<file path="src/rtl/shared_reg_arbiter_if.sv">
// rtl/shared_reg_arbiter_if.sv - request/grant bus between two command sources and the shared register
interface shared_reg_arbiter_if #(
  parameter int WIDTH = 4
);
  logic [1:0]       req;
  logic [1:0]       op0;
  logic [1:0]       op1;
  logic [WIDTH-1:0] wdata0;
  logic [WIDTH-1:0] wdata1;
  logic [1:0]       gnt;
  logic [1:0]       done;
  logic             busy;
  logic [WIDTH-1:0] Q;

  modport master (
    output req, op0, op1, wdata0, wdata1,
    input  gnt, done, busy, Q
  );

  modport slave (
    input  req, op0, op1, wdata0, wdata1,
    output gnt, done, busy, Q
  );
endinterface

</file>
<file path="src/rtl/shared_reg_arbiter.sv">
// rtl/shared_reg_arbiter.sv - round-robin write arbiter for one shared WIDTH-bit register
module shared_reg_arbiter #(
  parameter int WIDTH = 4
) (
  input  logic                 CLK,
  input  logic                 RST,
  shared_reg_arbiter_if.slave  bus
);

  typedef enum logic [2:0] {
    S_IDLE    = 3'd0,
    S_GRANT   = 3'd1,
    S_APPLY   = 3'd2,
    S_DONE    = 3'd3,
    S_RELEASE = 3'd4
  } state_e;

  localparam logic [1:0] OP_LOAD   = 2'b00;
  localparam logic [1:0] OP_CLEAR  = 2'b01;
  localparam logic [1:0] OP_PRESET = 2'b10;
  localparam logic [1:0] OP_INVERT = 2'b11;

  state_e           state_q, state_d;
  logic             winner_q, winner_d;
  logic             last_q, last_d;
  logic [1:0]       op_q, op_d;
  logic [WIDTH-1:0] data_q, data_d;
  logic [WIDTH-1:0] reg_q, reg_d;

  logic             pick;
  logic [WIDTH-1:0] op_result;
  logic [1:0]       winner_onehot;
  logic [1:0]       gnt_o;
  logic [1:0]       done_o;
  logic             busy_o;

  // On a tie the requester that was not served last wins.
  assign pick = (bus.req == 2'b10) || ((bus.req == 2'b11) && !last_q);

  assign winner_onehot = winner_q ? 2'b10 : 2'b01;

  always_comb begin
    op_result = reg_q;
    case (op_q)
      OP_LOAD:   op_result = data_q;
      OP_CLEAR:  op_result = '0;
      OP_PRESET: op_result = '1;
      OP_INVERT: op_result = ~reg_q;
      default:   op_result = reg_q;
    endcase
  end

  // The storage cells have no async pins, so reset clears everything here.
  always_ff @(posedge CLK) begin
    if (!RST) begin
      state_q  <= S_IDLE;
      winner_q <= 1'b0;
      last_q   <= 1'b1;
      op_q     <= OP_LOAD;
      data_q   <= '0;
      reg_q    <= '0;
    end else begin
      state_q  <= state_d;
      winner_q <= winner_d;
      last_q   <= last_d;
      op_q     <= op_d;
      data_q   <= data_d;
      reg_q    <= reg_d;
    end
  end

  always_comb begin
    state_d  = state_q;
    winner_d = winner_q;
    last_d   = last_q;
    op_d     = op_q;
    data_d   = data_q;
    reg_d    = reg_q;
    case (state_q)
      S_IDLE: begin
        if (bus.req != 2'b00) begin
          winner_d = pick;
          op_d     = pick ? bus.op1 : bus.op0;
          data_d   = pick ? bus.wdata1 : bus.wdata0;
          state_d  = S_GRANT;
        end
      end
      S_GRANT: begin
        state_d = S_APPLY;
      end
      S_APPLY: begin
        reg_d   = op_result;
        state_d = S_DONE;
      end
      S_DONE: begin
        last_d  = winner_q;
        state_d = bus.req[winner_q] ? S_RELEASE : S_IDLE;
      end
      S_RELEASE: begin
        if (!bus.req[winner_q]) begin
          state_d = S_IDLE;
        end
      end
      default: begin
        state_d = S_IDLE;
      end
    endcase
  end

  always_comb begin
    gnt_o  = 2'b00;
    done_o = 2'b00;
    busy_o = 1'b0;
    if (state_q != S_IDLE) begin
      gnt_o  = winner_onehot;
      busy_o = 1'b1;
    end
    if (state_q == S_DONE) begin
      done_o = winner_onehot;
    end
  end

  assign bus.gnt  = gnt_o;
  assign bus.done = done_o;
  assign bus.busy = busy_o;
  assign bus.Q    = reg_q;

endmodule

</file>
<file path="src/flat_wrapper.sv">
// flat-port wrapper written by rule: the top's interface ports become plain ports
module shared_reg_arbiter_flat 
#(
  parameter int WIDTH = 4
)
  (CLK, RST, bus_req, bus_op0, bus_op1, bus_wdata0, bus_wdata1, bus_gnt, bus_done, bus_busy, bus_Q);
  shared_reg_arbiter_if #(.WIDTH(WIDTH)) bus_i ();
  input  logic CLK;
  input  logic RST;
  input wire logic [$bits(bus_i.req)-1:0] bus_req;
  input wire logic [$bits(bus_i.op0)-1:0] bus_op0;
  input wire logic [$bits(bus_i.op1)-1:0] bus_op1;
  input wire logic [$bits(bus_i.wdata0)-1:0] bus_wdata0;
  input wire logic [$bits(bus_i.wdata1)-1:0] bus_wdata1;
  output wire logic [$bits(bus_i.gnt)-1:0] bus_gnt;
  output wire logic [$bits(bus_i.done)-1:0] bus_done;
  output wire logic [$bits(bus_i.busy)-1:0] bus_busy;
  output wire logic [$bits(bus_i.Q)-1:0] bus_Q;
  assign bus_i.req = bus_req;
  assign bus_i.op0 = bus_op0;
  assign bus_i.op1 = bus_op1;
  assign bus_i.wdata0 = bus_wdata0;
  assign bus_i.wdata1 = bus_wdata1;
  assign bus_gnt = bus_i.gnt;
  assign bus_done = bus_i.done;
  assign bus_busy = bus_i.busy;
  assign bus_Q = bus_i.Q;
  shared_reg_arbiter #(.WIDTH(WIDTH)) u_core (.CLK(CLK), .RST(RST), .bus(bus_i));
endmodule
</file>
<file path="config.mk">
export PLATFORM = sky130hd
export DESIGN_NAME = shared_reg_arbiter_flat
export DESIGN_NICKNAME = d
export VERILOG_FILES = /design/src/rtl/shared_reg_arbiter_if.sv /design/src/rtl/shared_reg_arbiter.sv /design/src/flat_wrapper.sv
export SDC_FILE = /design/constraint.sdc
export NUM_CORES = 1
export LEC_CHECK = 0
export BUFFER_PORTS_ARGS = -buffer_cell sky130_fd_sc_hd__clkbuf_2
export CAP_MARGIN = 40
export CORE_MARGIN = 2
export CORE_UTILIZATION = 43
export CTS_CLUSTER_DIAMETER = 60
export CTS_CLUSTER_SIZE = 25
export DETAILED_ROUTE_END_ITERATION = 12
export GPL_TIMING_DRIVEN = 0
export PLACE_DENSITY = 0.77
export SLEW_MARGIN = 20
export SYNTH_ARGS = -nofsm -noshare
export SYNTH_HDL_FRONTEND = slang
export SYNTH_SLANG_ARGS = --single-unit
</file>
<file path="constraint.sdc">
create_clock -name CLK -period 1.2 [get_ports CLK]
set_input_delay 0.12 -clock CLK [delete_from_list [all_inputs] [get_ports CLK]]
set_output_delay 0.12 -clock CLK [all_outputs]
set_load 0.02 [all_outputs]
</file>
* Word level (Yosys, flattened, before mapping)
Cells that the tools add are included.
** Storage, ports and cells
- ROM bits :: 0
- Bits in latches :: 0
- Bits in registers :: 15
- Output and inout bits :: 9
- Memories kept :: 0
- Word-level logic and storage cells :: 41
- Input port bits :: 16
- RAM bits :: 0
** Operators by class
- Shift operators :: 0
- $mul :: 0
- Muxes and demuxes :: 13
- Equal/unequal tests :: 11
- Divide/modulo/power cells :: 0
- Reductions and logical operators :: 9
- Bitwise gates (word level) :: 1
- Add/subtract/negate cells :: 0
- $lt $le $gt $ge :: 1
** Operators with widths (number)
- one-hot mux 4 bit (4 select lines) :: 1
- one-hot mux 3 bit (5 select lines) :: 1
- two-way mux 3 bit :: 3
- equality test 2 bit, second input constant :: 4
- two-way mux 2 bit :: 4
- equality test 3 x 2 -> 1 bit, second input constant :: 2
- two-way mux 4 bit :: 1
- inverter 4 bit :: 1
- AND reduction 2 bit :: 2
- equality test 3 x 1 -> 1 bit, second input constant :: 1
- equality test 3 bit, second input constant :: 1
- logical NOT 3 bit :: 1
- two-way mux 1 bit :: 3
- nonzero test 3 bit :: 1
- equality test 2 x 1 -> 1 bit, second input constant :: 1
- logical NOT 2 bit :: 1
- < comparator 1 x 2 -> 1 bit, second input constant :: 1
- != test 2 x 1 -> 1 bit, second input constant :: 1
- != test 2 bit, second input constant :: 1
- nonzero test 2 bit :: 1
- logical AND 1 bit :: 1
- logical NOT 1 bit :: 1
- logical OR 1 bit :: 1

* Depth between registers and ports, before layout
Gate-level depths: netlist of run 1.
- Depth after elaboration :: 4
- Depth in mapped cells :: 5
- Gate-level depth less buffers :: 3

* Worst setup path before layout of run 1
Ideal clock, no wire load.
- Kind :: flip-flop to flip-flop
- Start point :: register u_core.state_q[0]
- End point :: register u_core.data_q[0]
- Data required time :: 1.071 ns
- Slack :: -0.028 ns
- Arrival :: 1.099 ns
- Stages on the path, launching flop included :: 6
- Period minus slack after synthesis :: 1.228 ns
- Setup time :: 0.129 ns
- Path through :: dfxtp_1 -> buf_2 -> nor3_4 -> and3_4 -> buf_6 -> a222oi_1
** On the way
- Cells in the longest elaborated chain, start to end :: 2
** RTL lines
- start: declaration :: line shared_reg_arbiter.sv:23 : state_e state_q, state_d;
- start signal: assignment :: line shared_reg_arbiter.sv:63 : state_q <= state_d;
- logical NOT 3 bit :: line shared_reg_arbiter.sv:79 : case (state_q)
- AND reduction 2 bit (no source line)
- end signal: assignment :: line shared_reg_arbiter.sv:67 : data_q <= data_d;
- end: declaration :: line shared_reg_arbiter.sv:27 : logic [WIDTH-1:0] data_q, data_d;
No other way between the ends.
A chain may end at the register's enable or synchronous reset.

* Worst setup path in the final report of run 1
- Start point :: register u_core.state_q[0]
- End point :: output bus_gnt[0]
** On the way
- Cells in the longest elaborated chain, start to end :: 2
** RTL lines
- nonzero test 3 bit :: line shared_reg_arbiter.sv:114 : if (state_q != S_IDLE) begin
- two-way mux 2 bit :: line shared_reg_arbiter.sv:114
- end: declaration :: line flat_wrapper.sv:15 : output wire logic [$bits(bus_i.gnt)-1:0] bus_gnt;
No other way between the ends.

==> results of run 1 <==
==> worst max-delay path, stage by stage (launching register included) <==
cell     delay (ns)
dfxtp_4        0.37
nor3_4         0.33
nor2_1         0.09
buf_4          0.17
==> what timing repair did <==
action	CTS	global route
setup buffers	9	3
gates resized for setup	13	15
pin swaps	5	7
setup endpoints to repair	16	16
==> flip-flops by register name, summed over array words and instances, names as in the netlist <==
signal / count
u_core.bus.Q: 4
u_core.data_q: 4
u_core.state_q: 3
u_core.op_q: 2
u_core.last_q: 1
u_core.winner_q: 1
==> placed cells by master, fill, tap and decap left out, types with 2 or more instances in the layout <==
cell type / n
a21boi_1: 2
clkbuf_2: 18
buf_6: 6
clkbuf_1: 3
a21oi_1: 2
nand3b_1: 2
nand2b_1: 2
a222oi_1: 5
o21ai_1: 2
and3_4: 2
nand2_1: 9
clkbuf_4: 3
mux2i_1: 2
nor2b_1: 6
o21a_1: 2
o211ai_1: 5
dfxtp_4: 3
dfxtp_1: 12
nor2_1: 5
inv_1: 15
buf_4: 11
==> cell usage after synthesis, drive strengths merged <==
| cell type | n | area [um2] |
|---|---|---|
| dfxtp | 15 | 300 |
| inv | 15 | 56.3 |
| nand2 | 11 | 41.3 |
| nor2 | 6 | 22.5 |
| nor2b | 6 | 37.5 |
| a222oi | 5 | 50.1 |
| o211ai | 5 | 37.5 |
| a21boi | 3 | 22.5 |
| buf | 3 | 21.3 |
| a21oi | 2 | 10.0 |
| and3 | 2 | 18.8 |
| clkbuf | 2 | 7.51 |
| mux2i | 2 | 20.0 |
| nand2b | 2 | 12.5 |
| nand3b | 2 | 15.0 |
| nor3b | 2 | 26.3 |
| o21a | 2 | 15.0 |
| o21ai | 2 | 10.0 |
| a221oi | 1 | 15.0 |
| a22oi | 1 | 7.51 |
| nor3 | 1 | 16.3 |
| o311a | 1 | 10.0 |
| xnor2 | 1 | 8.76 |
==> metrics by stage <==
step / power (uW) / instances / setup TNS, ns
2_1_floorplan: 881 / 92 / 0
3_3_place_gp: 974 / 140 / -0.992
3_5_place_dp: 982 / 140 / -1.24
4_1_cts: 1330 / 151 / -1.23
5_1_grt: 1450 / 154 / -2.55
6_report: 1370 / 154 / -1.33
==> cell families (layout without fill, tap and decap cells) <==
family	count (synthesis)	after routing	synth area share
compound gates	22	22	0.227
xor+xnor	1	1	0.0112
buf+inv	20	57	0.109
flops	15	15	0.384
mux	2	2	0.0256
simple gates	32	32	0.243
==> layout make-up <==
cell class / instances / area, um2 / share of cell area
Sequential cell: 15 / 312 / 0.283
Buffer: 3 / 18.8 / 0.0171
Inverter: 15 / 56.3 / 0.0512
Timing Repair Buffer: 35 / 234 / 0.213
Tap cell: 25 / 31.3 / 0.0284
Multi-Input combinational cell: 57 / 422 / 0.383
Clock buffer: 4 / 26.3 / 0.0239
==> power by group through the flow <==
stage               clock (uW)  sequential, uW  combinational (uW)
global route               318             638                 494
global placement             0             630                 344
floorplan                    0             636                 245
CTS                        301             625                 401
detailed placement           0             632                 351
finish                     299             628                 448
==> per-layer routing <==
layer / vias to the layer above / wire length (um) / share of wire
li1: 397 / - / -
met1: 353 / 809 / 0.47
met2: 18 / 797 / 0.46
met3: 5 / 59 / 0.034
met4: 0 / 51 / 0.030
met5: - / 0 / 0
==> final timing paths <==
check,depth (start not counted),endpoint,slack [ns]
setup / recovery,3,bus_gnt[0],-0.17
hold / removal,3,u_core.data_q[1]$_SDFFE_PN0P_,0.04
hold reg to reg,2,u_core.bus.Q[2]$_SDFFE_PN0N_,0.48
setup reg to reg,6,u_core.op_q[1]$_SDFFE_PN0P_,-0.13
==> run_results.csv, run 1 <==
group,metric,value,unit
status,status,"complete, but fails checks",
status,violations,"setup timing",
power_and_ir_drop,switching_share,0.324,
power_and_ir_drop,p_comb_frac,0.326,
synth,synth_cell_types,26,
synth,mappedNetlistArea,782,um2
synth,yosys_warnings,0,
worst_hold_path,hold_start,"bus_wdata0[1]",
clocking,clk_latency,0.29,ns
worst_setup_path,critPathRequiredTime,1.08,ns
floorplan,initial_utilization,0.453,
global_routing,grt_util_met2,0.292,
cells_and_area,insertedDiodeCount,0,
clocking,clockBufferDepth,2,
clocking,htreeDepth,1,
power_and_ir_drop,power.leakage,0.000516,uW
clocking,tritoncts,"yes",
worst_hold_path,holdCritPathClass,"primary input to register",
timing,fmax,732,MHz
cells_and_area,fin_nets,146,
power_and_ir_drop,p_clk_frac,0.217,
clocking,cts_root_buffer,"clkbuf_4",
worst_setup_path,r2r_start,"u_core.state_q[0]$_SDFFE_PN0P_",
drt,dr.pass1.iters,4,
synth,synth_cells,92,
cells_and_area,drive_above_1_share,0.403,
drt,wirelength,1.72,mm
run,max-cap-violations,0,
drt,via_per_inst,5.02,
global_routing,met1_usage,0.233,
clocking,path_clk_slew,0.09,ns
drt,drt-initial-drc-count,36,
place,place_area,932,um2
worst_setup_path,critPathMaxFanout,7,
synth,synth_nets,108,
global_routing,antenna_found_initial,0,
synth,syn-mean-instance-area,8.50,um2
cells_and_area,design_area,1100,um2
floorplan,top_level_ports,25,
drt,wire_per_inst,11.1,um
clocking,clock-sinks,15,
power_and_ir_drop,p_sw,445,uW
timing,drv_slew,0,
floorplan,design.core.area,1730,um2
place,gp_congestion,0.774,
worst_setup_path,worstPathArrival,1.25,ns
floorplan,die_y,46.6,um
timing,hold_viol,0,
timing,worst_slew_pin_slew,0.419,ns
timing,period_minus_slack,1.37,ns
global_routing,grt_pass1_vias,662,
drt,ant_nets,0,
power_and_ir_drop,p_int,929,uW
power_and_ir_drop,p_seq_frac,0.457,
worst_setup_path,crit_type,"register to output pin",
cells_and_area,area_growth,40.6,%
timing,slew_headroom,0.720,
floorplan,die_w,46.6,um
power_and_ir_drop,p_per_area,1250,nW/um2
drt,vias,773,
timing,setup_violations,16,
timing,skew,0.00175,ns
clocking,cts_made_buffers,3,
global_routing,grt.total_usage,0.181,
place,port_buffers,23,
worst_setup_path,startpoint,"u_core.state_q[0]$_SDFFE_PN0P_",
power_and_ir_drop,max-vdd-ir-drop,0.706,mV
place,dp_hpwl,1.09,mm
synth,synth-seq-cells,15,
global_routing,grt_max_degree,11,
timing,fin_ws,-0.166,ns
worst_setup_path,critPathLaunchType,"register",
timing,hold_slack,0.0449,ns
cells_and_area,nFillCells,159,
floorplan,std_cell_rows,15,
floorplan,die_area,2180,um2
drt,drc,0,
place,dp_worst_setup_slack,-0.144,ns
timing,fin_crit_sh,1.14,
synth,ys_seq_area_frac,0.384,
cells_and_area,fin_util,0.637,
global_routing,grt_pass1_wl,2.76,mm
global_routing,grt.overflow.total,0,
global_routing,top_usage_layer,"met2",
clocking,cts-hold-fix-buffers,0,
worst_setup_path,endpoint_kind,"output pin",
global_routing,use_met3,0.0118,
timing,rsz0062_at_grt,"yes",
No activity file was read; power rests on OpenSTA's default activity.
==> run 2: changes to the inputs <==
==> constraint.sdc (replaced) <==
create_clock -name CLK -period 1.2 [get_ports CLK]
set_input_delay 0.06 -clock CLK [delete_from_list [all_inputs] [get_ports CLK]]
set_output_delay 0.06 -clock CLK [all_outputs]
set_load 0.02 [all_outputs]
==> run 2 against run 1 <==
Largest power group unchanged. Clock skew about the same. Cell area up 3.5%. Die area unchanged. First-iteration DRC count up 22%. The run still ends with setup timing left. Critical endpoint is now bus_gnt[1]. Largest cell class unchanged. Cell count up 1.9%.
==> run_results.csv, run 2 (synthesis gave the netlist of run 1 again) <==
group,metric,value,unit
worst_setup_path,r2r_slack,-0.05,ns
timing,drv_slew,0,
worst_setup_path,critPathMaxFanout,8,
timing,worst_slew_pin_slew,0.441,ns
timing,rsz0062_at_grt,"yes",
drt,drc,0,
floorplan,die_y,46.6,um
floorplan,std_cell_rows,15,
place,gp_congestion,0.774,
global_routing,grt.total_usage,0.179,
power_and_ir_drop,p_per_area,1220,nW/um2
timing,slew_headroom,0.706,
cells_and_area,final_common_cell,"clkbuf_2",
clocking,cts_root_buffer,"clkbuf_4",
worst_setup_path,rr_worst_depth,6,
cells_and_area,nFillCells,143,
worst_hold_path,whs_path_depth,3,
drt,wire_per_inst,10.9,um
floorplan,die_w,46.6,um
global_routing,grt.overflow.total,0,
worst_setup_path,critPathRequiredTime,1.14,ns
floorplan,die_area,2180,um2
cells_and_area,drive_above_1_share,0.394,
timing,setup_violations,14,
clocking,path_clk_slew,0.09,ns
global_routing,grt_pass1_vias,671,
timing,hold_viol,0,
floorplan,top_level_ports,25,
worst_setup_path,worstPathArrival,1.21,ns
worst_setup_path,r2r_start,"u_core.state_q[0]$_SDFFE_PN0P_",
clocking,tritoncts,"yes",
worst_hold_path,hold_start,"bus_op1[1]",
clocking,clock-sinks,15,
worst_setup_path,endpoint_kind,"output pin",
drt,wirelength,1.72,mm
power_and_ir_drop,power.leakage,0.000529,uW
worst_setup_path,crit_type,"register to output pin",
floorplan,initial_utilization,0.453,
cells_and_area,fin_nets,149,
timing,tns,-0.431,ns
run,max-cap-violations,0,
timing,skew,0.00195,ns
global_routing,grt_max_degree,11,
global_routing,antenna_found_initial,0,
drt,drt-initial-drc-count,44,
worst_setup_path,reg2reg_to,"u_core.winner_q$_SDFFE_PN0P_",
status,status,"complete, but fails checks",
worst_setup_path,critPathLaunchType,"register",
drt,ant_nets,0,
power_and_ir_drop,max-vdd-ir-drop,0.723,mV
clocking,clockBufferDepth,2,
cells_and_area,area_growth,45.6,%
clocking,cts_made_buffers,3,
drt,via_per_inst,4.94,
global_routing,grt_pass1_wl,2.77,mm
worst_hold_path,whs_endpoint,"u_core.op_q[1]$_SDFFE_PN0P_",
timing,fin_ws,-0.0735,ns
timing,fin_crit_sh,1.06,
floorplan,design.core.area,1730,um2
cells_and_area,fin_util,0.659,
timing,fmax,785,MHz
timing,period_minus_slack,1.27,ns
drt,vias,775,
place,port_buffers,23,
clocking,clk_latency,0.29,ns
clocking,htreeDepth,1,
place,dp_hpwl,1.09,mm
cells_and_area,layout_common_cells,"clkbuf_2, inv_1, dfxtp_1",
cells_and_area,insertedDiodeCount,0,
status,violations,"setup timing",
drt,dr.pass1.iters,4,
worst_hold_path,holdCritPathClass,"primary input to register",
-- run 2: area by class of cell --
class,count,area [um2],area share
Multi-Input combinational cell,57,415,0.365
Sequential cell,15,309,0.271
Timing Repair Buffer,38,279,0.245
Inverter,15,58.8,0.0516
Tap cell,25,31.3,0.0275
Clock buffer,4,26.3,0.0231
Buffer,3,18.8,0.0165
-- run 2: worst max path at each step --
stage	startpoint	endpoint	slack, ns	cells past startpoint
after detailed placement	u_core.state_q[1]$_SDFFE_PN0P_	u_core.data_q[3]$_SDFFE_PN0P_	-0.14	3
after CTS	u_core.state_q[0]$_SDFFE_PN0P_	bus_gnt[0]	-0.09	5
final	u_core.state_q[0]$_SDFFE_PN0P_	bus_gnt[1]	-0.07	5
after global routing	u_core.state_q[2]$_SDFFE_PN0P_	u_core.bus.Q[1]$_SDFFE_PN0N_	-0.13	5
after floorplan	u_core.state_q[1]$_SDFFE_PN0P_	u_core.data_q[0]$_SDFFE_PN0P_	0.005	4
after global placement	u_core.state_q[1]$_SDFFE_PN0P_	u_core.bus.Q[1]$_SDFFE_PN0N_	-0.12	3
-- run 2: report_power, final --
part           switching [uW]  internal (uW)
registers                60.5            564
logic                     220            251
clock network             163            129
total                     443            944
-- run 2: per-layer routing --
layer,global-route usage,vias to the layer above,share of wire
met5,0,-,0
met4,0.117,0,0.028
met3,0.0118,5,0.033
met2,0.289,18,0.49
met1,0.228,349,0.45
li1,-,403,-
-- run 2: repair_timing --
action / in CTS / in global routing
endpoints found under the hold margin: 4 / 0
hold buffers: 4 / 0
pin swaps: 7 / 6
setup buffers: 8 / 4
endpoints found under the setup margin: 16 / 16
resized for setup: 12 / 17
-- run 2: worst max-delay path: stages (launching register included) --
cell and delay, ns:
dfxtp_2 0.32, buf_6 0.12, nor3_4 0.14, buf_12 0.15, nor2_1 0.04, clkbuf_2 0.15
-- run 2: stage by stage --
stage / std cells / hold WS [ns] / worst slack, ns / power [uW] / instance area, um2
finish: 157 / 0.00259 / -0.0735 / 1390 / 1140
global route: 157 / 0.00996 / -0.129 / 1470 / 1140
CTS: 154 / 0.00184 / -0.0894 / 1330 / 1070
detailed placement: 140 / 0.297 / -0.144 / 982 / 932
global placement: 140 / 0.288 / -0.123 / 974 / 932
floorplan: 92 / 0.202 / 0.00492 / 881 / 786
